### config.mk
export PLATFORM = sky130hd
export DESIGN_NAME = spiker_result_collector
export DESIGN_NICKNAME = d
export VERILOG_FILES = /design/src/rtl/spiker_result_collector.sv
export SDC_FILE = /design/constraint.sdc
export NUM_CORES = 2
export LEC_CHECK = 0
export BUFFER_PORTS_ARGS = -buffer_cell sky130_fd_sc_hd__buf_4
export CAP_MARGIN = 15
export CORE_ASPECT_RATIO = 0.5
export CORE_MARGIN = 5
export CORE_UTILIZATION = 45
export CTS_BUF_LIST = sky130_fd_sc_hd__clkbuf_4 sky130_fd_sc_hd__clkbuf_8
export CTS_CLUSTER_DIAMETER = 40
export DETAILED_ROUTE_END_ITERATION = 6
export GPL_ROUTABILITY_DRIVEN = 0
export GPL_TIMING_DRIVEN = 0
export MAX_ROUTING_LAYER = met4
export PLACE_DENSITY = 0.76
export SLEW_MARGIN = 25
export SYNTH_ARGS = -nofsm -noshare
export SYNTH_HDL_FRONTEND = slang
export SYNTH_SLANG_ARGS = --single-unit
export TNS_END_PERCENT = 50
### constraint.sdc
create_clock -name clk_i -period 3 [get_ports clk_i]
set_input_delay 0.15 -clock clk_i [delete_from_list [all_inputs] [get_ports clk_i]]
set_output_delay 0.15 -clock clk_i [all_outputs]
set_load 0.01 [all_outputs]
### src/rtl/spiker_result_collector.sv
// Multi-beat, multi-timestep capture of the spiking core output vector.
// Frames are built in a shadow buffer and committed atomically to result_o.
module spiker_result_collector #(
    parameter int WIDTH      = 32,
    parameter int N_REG      = 24,
    parameter int BEAT_WIDTH = 256,
    parameter int CNT_W      = 16
) (
    input  logic                     clk_i,
    input  logic                     rst_ni,
    input  logic                     clear_i,
    input  logic                     start_i,
    input  logic                     mode_i,
    input  logic [CNT_W-1:0]         n_steps_i,
    input  logic [BEAT_WIDTH-1:0]    beat_i,
    input  logic                     beat_valid_i,
    output logic                     beat_ready_o,
    output logic [N_REG*WIDTH-1:0]   result_o,
    output logic                     result_valid_o,
    input  logic                     ack_i,
    output logic                     busy_o,
    output logic                     overrun_o,
    output logic [CNT_W-1:0]         step_cnt_o
);

    localparam int FW      = N_REG * WIDTH;
    localparam int N_BEATS = FW / BEAT_WIDTH;
    localparam int BIDX_W  = (N_BEATS > 1) ? $clog2(N_BEATS) : 1;

    typedef enum logic [1:0] {
        IDLE    = 2'd0,
        COLLECT = 2'd1,
        COMMIT  = 2'd2
    } state_t;

    state_t              state_r;
    state_t              state_s;
    logic                mode_r;
    logic [CNT_W-1:0]    n_eff_r;
    logic [FW-1:0]       shadow_r;
    logic [BIDX_W-1:0]   beat_idx_r;
    logic [CNT_W-1:0]    step_cnt_r;
    logic [FW-1:0]       result_r;
    logic                result_valid_r;
    logic                overrun_r;
    logic                accept_s;
    logic                last_beat_s;
    logic                last_step_s;

    // Next-state decode and beat handshake qualifiers
    always_comb begin
        state_s     = state_r;
        accept_s    = (state_r == COLLECT) && beat_valid_i;
        last_beat_s = (beat_idx_r == BIDX_W'(N_BEATS - 1));
        last_step_s = ((step_cnt_r + {{(CNT_W-1){1'b0}}, 1'b1}) == n_eff_r);
        if (clear_i) begin
            state_s = IDLE;
        end else begin
            case (state_r)
                IDLE: begin
                    if (start_i) begin
                        state_s = COLLECT;
                    end else begin
                        state_s = IDLE;
                    end
                end
                COLLECT: begin
                    if (accept_s && last_beat_s && last_step_s) begin
                        state_s = COMMIT;
                    end else begin
                        state_s = COLLECT;
                    end
                end
                COMMIT:  state_s = IDLE;
                default: state_s = IDLE;
            endcase
        end
    end

    // FSM state register
    always_ff @(posedge clk_i or negedge rst_ni) begin
        if (!rst_ni) begin
            state_r <= IDLE;
        end else begin
            state_r <= state_s;
        end
    end

    // Frame datapath: shadow capture, counters and committed result
    always_ff @(posedge clk_i or negedge rst_ni) begin
        if (!rst_ni) begin
            mode_r         <= 1'b0;
            n_eff_r        <= {CNT_W{1'b0}};
            shadow_r       <= {FW{1'b0}};
            beat_idx_r     <= {BIDX_W{1'b0}};
            step_cnt_r     <= {CNT_W{1'b0}};
            result_r       <= {FW{1'b0}};
            result_valid_r <= 1'b0;
            overrun_r      <= 1'b0;
        end else if (clear_i) begin
            shadow_r       <= {FW{1'b0}};
            beat_idx_r     <= {BIDX_W{1'b0}};
            step_cnt_r     <= {CNT_W{1'b0}};
            result_r       <= {FW{1'b0}};
            result_valid_r <= 1'b0;
            overrun_r      <= 1'b0;
        end else begin
            if ((state_r == IDLE) && start_i) begin
                mode_r     <= mode_i;
                n_eff_r    <= (n_steps_i == {CNT_W{1'b0}}) ? {{(CNT_W-1){1'b0}}, 1'b1} : n_steps_i;
                shadow_r   <= {FW{1'b0}};
                beat_idx_r <= {BIDX_W{1'b0}};
                step_cnt_r <= {CNT_W{1'b0}};
            end
            if (accept_s) begin
                for (int k = 0; k < N_BEATS; k++) begin
                    if (beat_idx_r == BIDX_W'(k)) begin
                        if (mode_r) begin
                            shadow_r[k*BEAT_WIDTH +: BEAT_WIDTH] <= shadow_r[k*BEAT_WIDTH +: BEAT_WIDTH] | beat_i;
                        end else begin
                            shadow_r[k*BEAT_WIDTH +: BEAT_WIDTH] <= beat_i;
                        end
                    end
                end
                if (last_beat_s) begin
                    beat_idx_r <= {BIDX_W{1'b0}};
                    step_cnt_r <= step_cnt_r + {{(CNT_W-1){1'b0}}, 1'b1};
                end else begin
                    beat_idx_r <= beat_idx_r + BIDX_W'(1);
                end
            end
            // A commit wins over a same-edge ack; the ack then consumed the old frame, so no overrun
            if (state_r == COMMIT) begin
                result_r       <= shadow_r;
                result_valid_r <= 1'b1;
                if (result_valid_r && !ack_i) begin
                    overrun_r <= 1'b1;
                end
            end else if (ack_i) begin
                result_valid_r <= 1'b0;
            end
        end
    end

    assign beat_ready_o   = (state_r == COLLECT);
    assign busy_o         = (state_r != IDLE);
    assign result_o       = result_r;
    assign result_valid_o = result_valid_r;
    assign overrun_o      = overrun_r;
    assign step_cnt_o     = step_cnt_r;

endmodule

==> reports/qor.csv <==
metric,value,unit
status,"complete, no violations",
antenna_found_initial,33,
drt-initial-drc-count,5790,
die_w,519,um
clk_pin_slew,0.07,ns
first_pass_iters,6,
yosysSeqAreaShare,67.7,%
grt_max_degree,149,
maxCapViolCount,0,
synth_seq_cells,1575,
skew,0.0683,ns
setup_violations,0,
hold_viol_final,0,
period_share,99.4,%
syn-mean-instance-area,12.9,um^2
period_minus_slack,2.98,ns
synth_area_leaders,"dfrtp_1, a22o_1, nor2_1",
synthFlopType,dfrtp_1,
insertion_delay,0.94,ns
vias,51000,
fin_util,61.2,%
drc_errors,0,
powerDensity,555,mW/mm^2
synth_area_leader_cell,dfrtp_1,
core,0.129,mm^2
antenna_left,0,
clock_sinks,1575,
worst_pin_slew,1.11,ns
start_kind,register,
leakage,0.0386,uW
syn_nets,4808,
grt_pass1_vias,50900,
numCtsBuffers,214,
hold_slack,0.0643,ns
wire_per_inst,29.4,um
arrival,3.80,ns
num-fill-cells,9471,
cp_max_fo,10,
gr-total-overflow,0,
drt-total-wl,241,mm
crit_chain,nand3b_4 > nor2_1 > nand2_1 > o21ai_0 > nor2_2 > clkbuf_1 > clkbuf_1 > a22o_1,
synth_edf_count,0,
cts_root_buf,clkbuf_8,
crit_type,register to register,
hold_path_class,input pin to async pin,
synthArstFlopShare,100,%
cp_slowest_stage_delay,0.58,ns
grtUsageTotal,34.7,%
grt_pass1_wl,346,mm
initial_core_util,45.3,%
die_y,264,um
yosys_warnings,0,
crit_slowest_cell,clkbuf_1,
postSynthCellCount,4528,
layout.nets,6566,
cts_buffer_depth,3,
ios,1067,
fmax,335,MHz
die_area,0.137,mm^2
hpwlAfterDp,167,mm
synth_top_area_share,67.7,%
syn_area,0.0582,mm^2
relSlewSlack,25.7,%
setup_tns,0,ns
cts_tree,done,
synthMostInstantiatedCell,dfrtp_1,
vias_per_cell,6.22,
synth_common_cells,"dfrtp_1, a22o_1, nor2_1, clkbuf_1, a22oi_1",
required,3.82,ns
crit_top_cell,clkbuf_1,
rsz0062_at_grt,true,
areaGrowthSynthToFinish,35.0,%
ir_worst_vdd,453,uV
layout-drive-gt1-share,24.4,%
cp-end-kind,register,
htreeDepth,4,
slew_viol_final,0,
ys_types,50,
row_count,93,
portBuffers,1065,
power breakdown:
| part | total (uW) | internal, uW | switching, uW |
|---|---|---|---|
| logic | 3420 | 1170 | 2250 |
| clock network | 18600 | 9870 | 8750 |
| registers | 21600 | 21500 | 186 |
| total | 43700 | 32500 | 11200 |
per-layer routing:
metal  track usage (%)  routed length (um)  vias to the layer above
met4              24.4               21300                        0
li1                  -                   -                    20500
met1              41.3               88200                    25900
met5                 -                   0                        -
met3              11.8               26500                     1110
met2              49.9              105000                     3505
critical path, delay by kind of cell (launching register included):
family / cells / cell delay [ns]
buffers and inverters: 2 / 1.07
AND/OR/NAND/NOR: 4 / 1.01
flip-flops: 1 / 0.41
AO/OA/AOI/OAI: 2 / 0.40
final cells by class:
type | count | area (um^2) | area share (%)
timing repair buffer | 1542 | 13200 | 16.8
antenna | 35 | 87.6 | 0.111
clock buffer | 337 | 4290 | 5.45
inverter | 4 | 15.0 | 0.0191
sequential | 1575 | 39400 | 50.1
buffer | 438 | 1740 | 2.22
tap | 1710 | 2140 | 2.72
multi-input combinational | 2511 | 17200 | 21.8
clock inverter | 52 | 603 | 0.767
path summary, 6_finish.rpt:
path,slack (ns),cells after the start,from,to
worst max-delay path,0.02,8,state_r[1],shadow_r[505]
worst min-delay path,0.06,10,rst_ni,result_o[96]
worst max register to register,0.02,8,state_r[1],shadow_r[505]
worst min register to register,0.47,1,shadow_r[501],result_o[501]
max in group asynchronous,0.66,13,rst_ni,result_o[187]
min in group clk_i,0.08,4,beat_i[20],shadow_r[532]
through the flow:
stage	area [um^2]	total power, uW	instances	setup WS (ns)
after global placement	68400	24600	7303	-16.02
after CTS	78300	43500	8158	0.0172
after detailed placement	68900	24800	7319	-0.558
after floorplan	58200	23100	4528	0.759
after global routing	78700	45000	8202	-0.133
final	78700	43700	8204	0.0168
kinds of logic (layout without fill, tap and decap cells):
logic type / Yosys count / count (layout) / share of synthesized area (%)
adder cells (fa/ha/maj): 1 / 1 / 0.0215
AO/OA/AOI/OAI: 1762 / 1762 / 23.8
flip-flops: 1575 / 1575 / 67.7
AND/OR/NAND/NOR: 709 / 709 / 4.92
other: 0 / 35 / 0
buffers and inverters: 442 / 2373 / 2.92
XOR/XNOR: 24 / 24 / 0.361
multiplexers: 15 / 15 / 0.290
cells in the final DEF, fill, tap and decap left out, types with 16 or more instances in the layout:
cell | synthesis | layout
dfrtp_1 | 1575 | 1575
a22o_1 | 1106 | 1106
buf_4 | 1 | 1065
nor2_1 | 635 | 631
dlygate4sd3_1 | 0 | 448
clkbuf_1 | 382 | 349
clkbuf_8 | 1 | 282
a22oi_1 | 258 | 258
a21oi_1 | 194 | 194
a31oi_1 | 179 | 179
clkbuf_4 | 0 | 61
diode_2 | 0 | 35
buf_1 | 35 | 34
clkbuf_2 | 0 | 27
clkinv_2 | 0 | 25
buf_2 | 18 | 20
xnor2_1 | 18 | 18
buf_16 | 0 | 17
nand2_1 | 16 | 16
state kept, by name, indices dropped and copies added, names as in the netlist:
register,flops
step_cnt_o,16
overrun_o,1
mode_r,1
n_eff_r,16
shadow_r,768
result_o,768
state_r,2
beat_idx_r,2
result_valid_o,1
repair_timing:
| action | 4_1_cts | 5_1_grt |
|---|---|---|
| endpoints found under the setup margin | 318 | 188 |
| buffers inserted | 0 | 0 |
| gates resized for setup | 13 | 4 |
| pin swaps | 0 | 0 |
| hold buffers | 450 | 9 |
| cloned | 0 | 2 |
| hold endpoints to repair | 1111 | 171 |
Power figures use the tool's default switching activity.
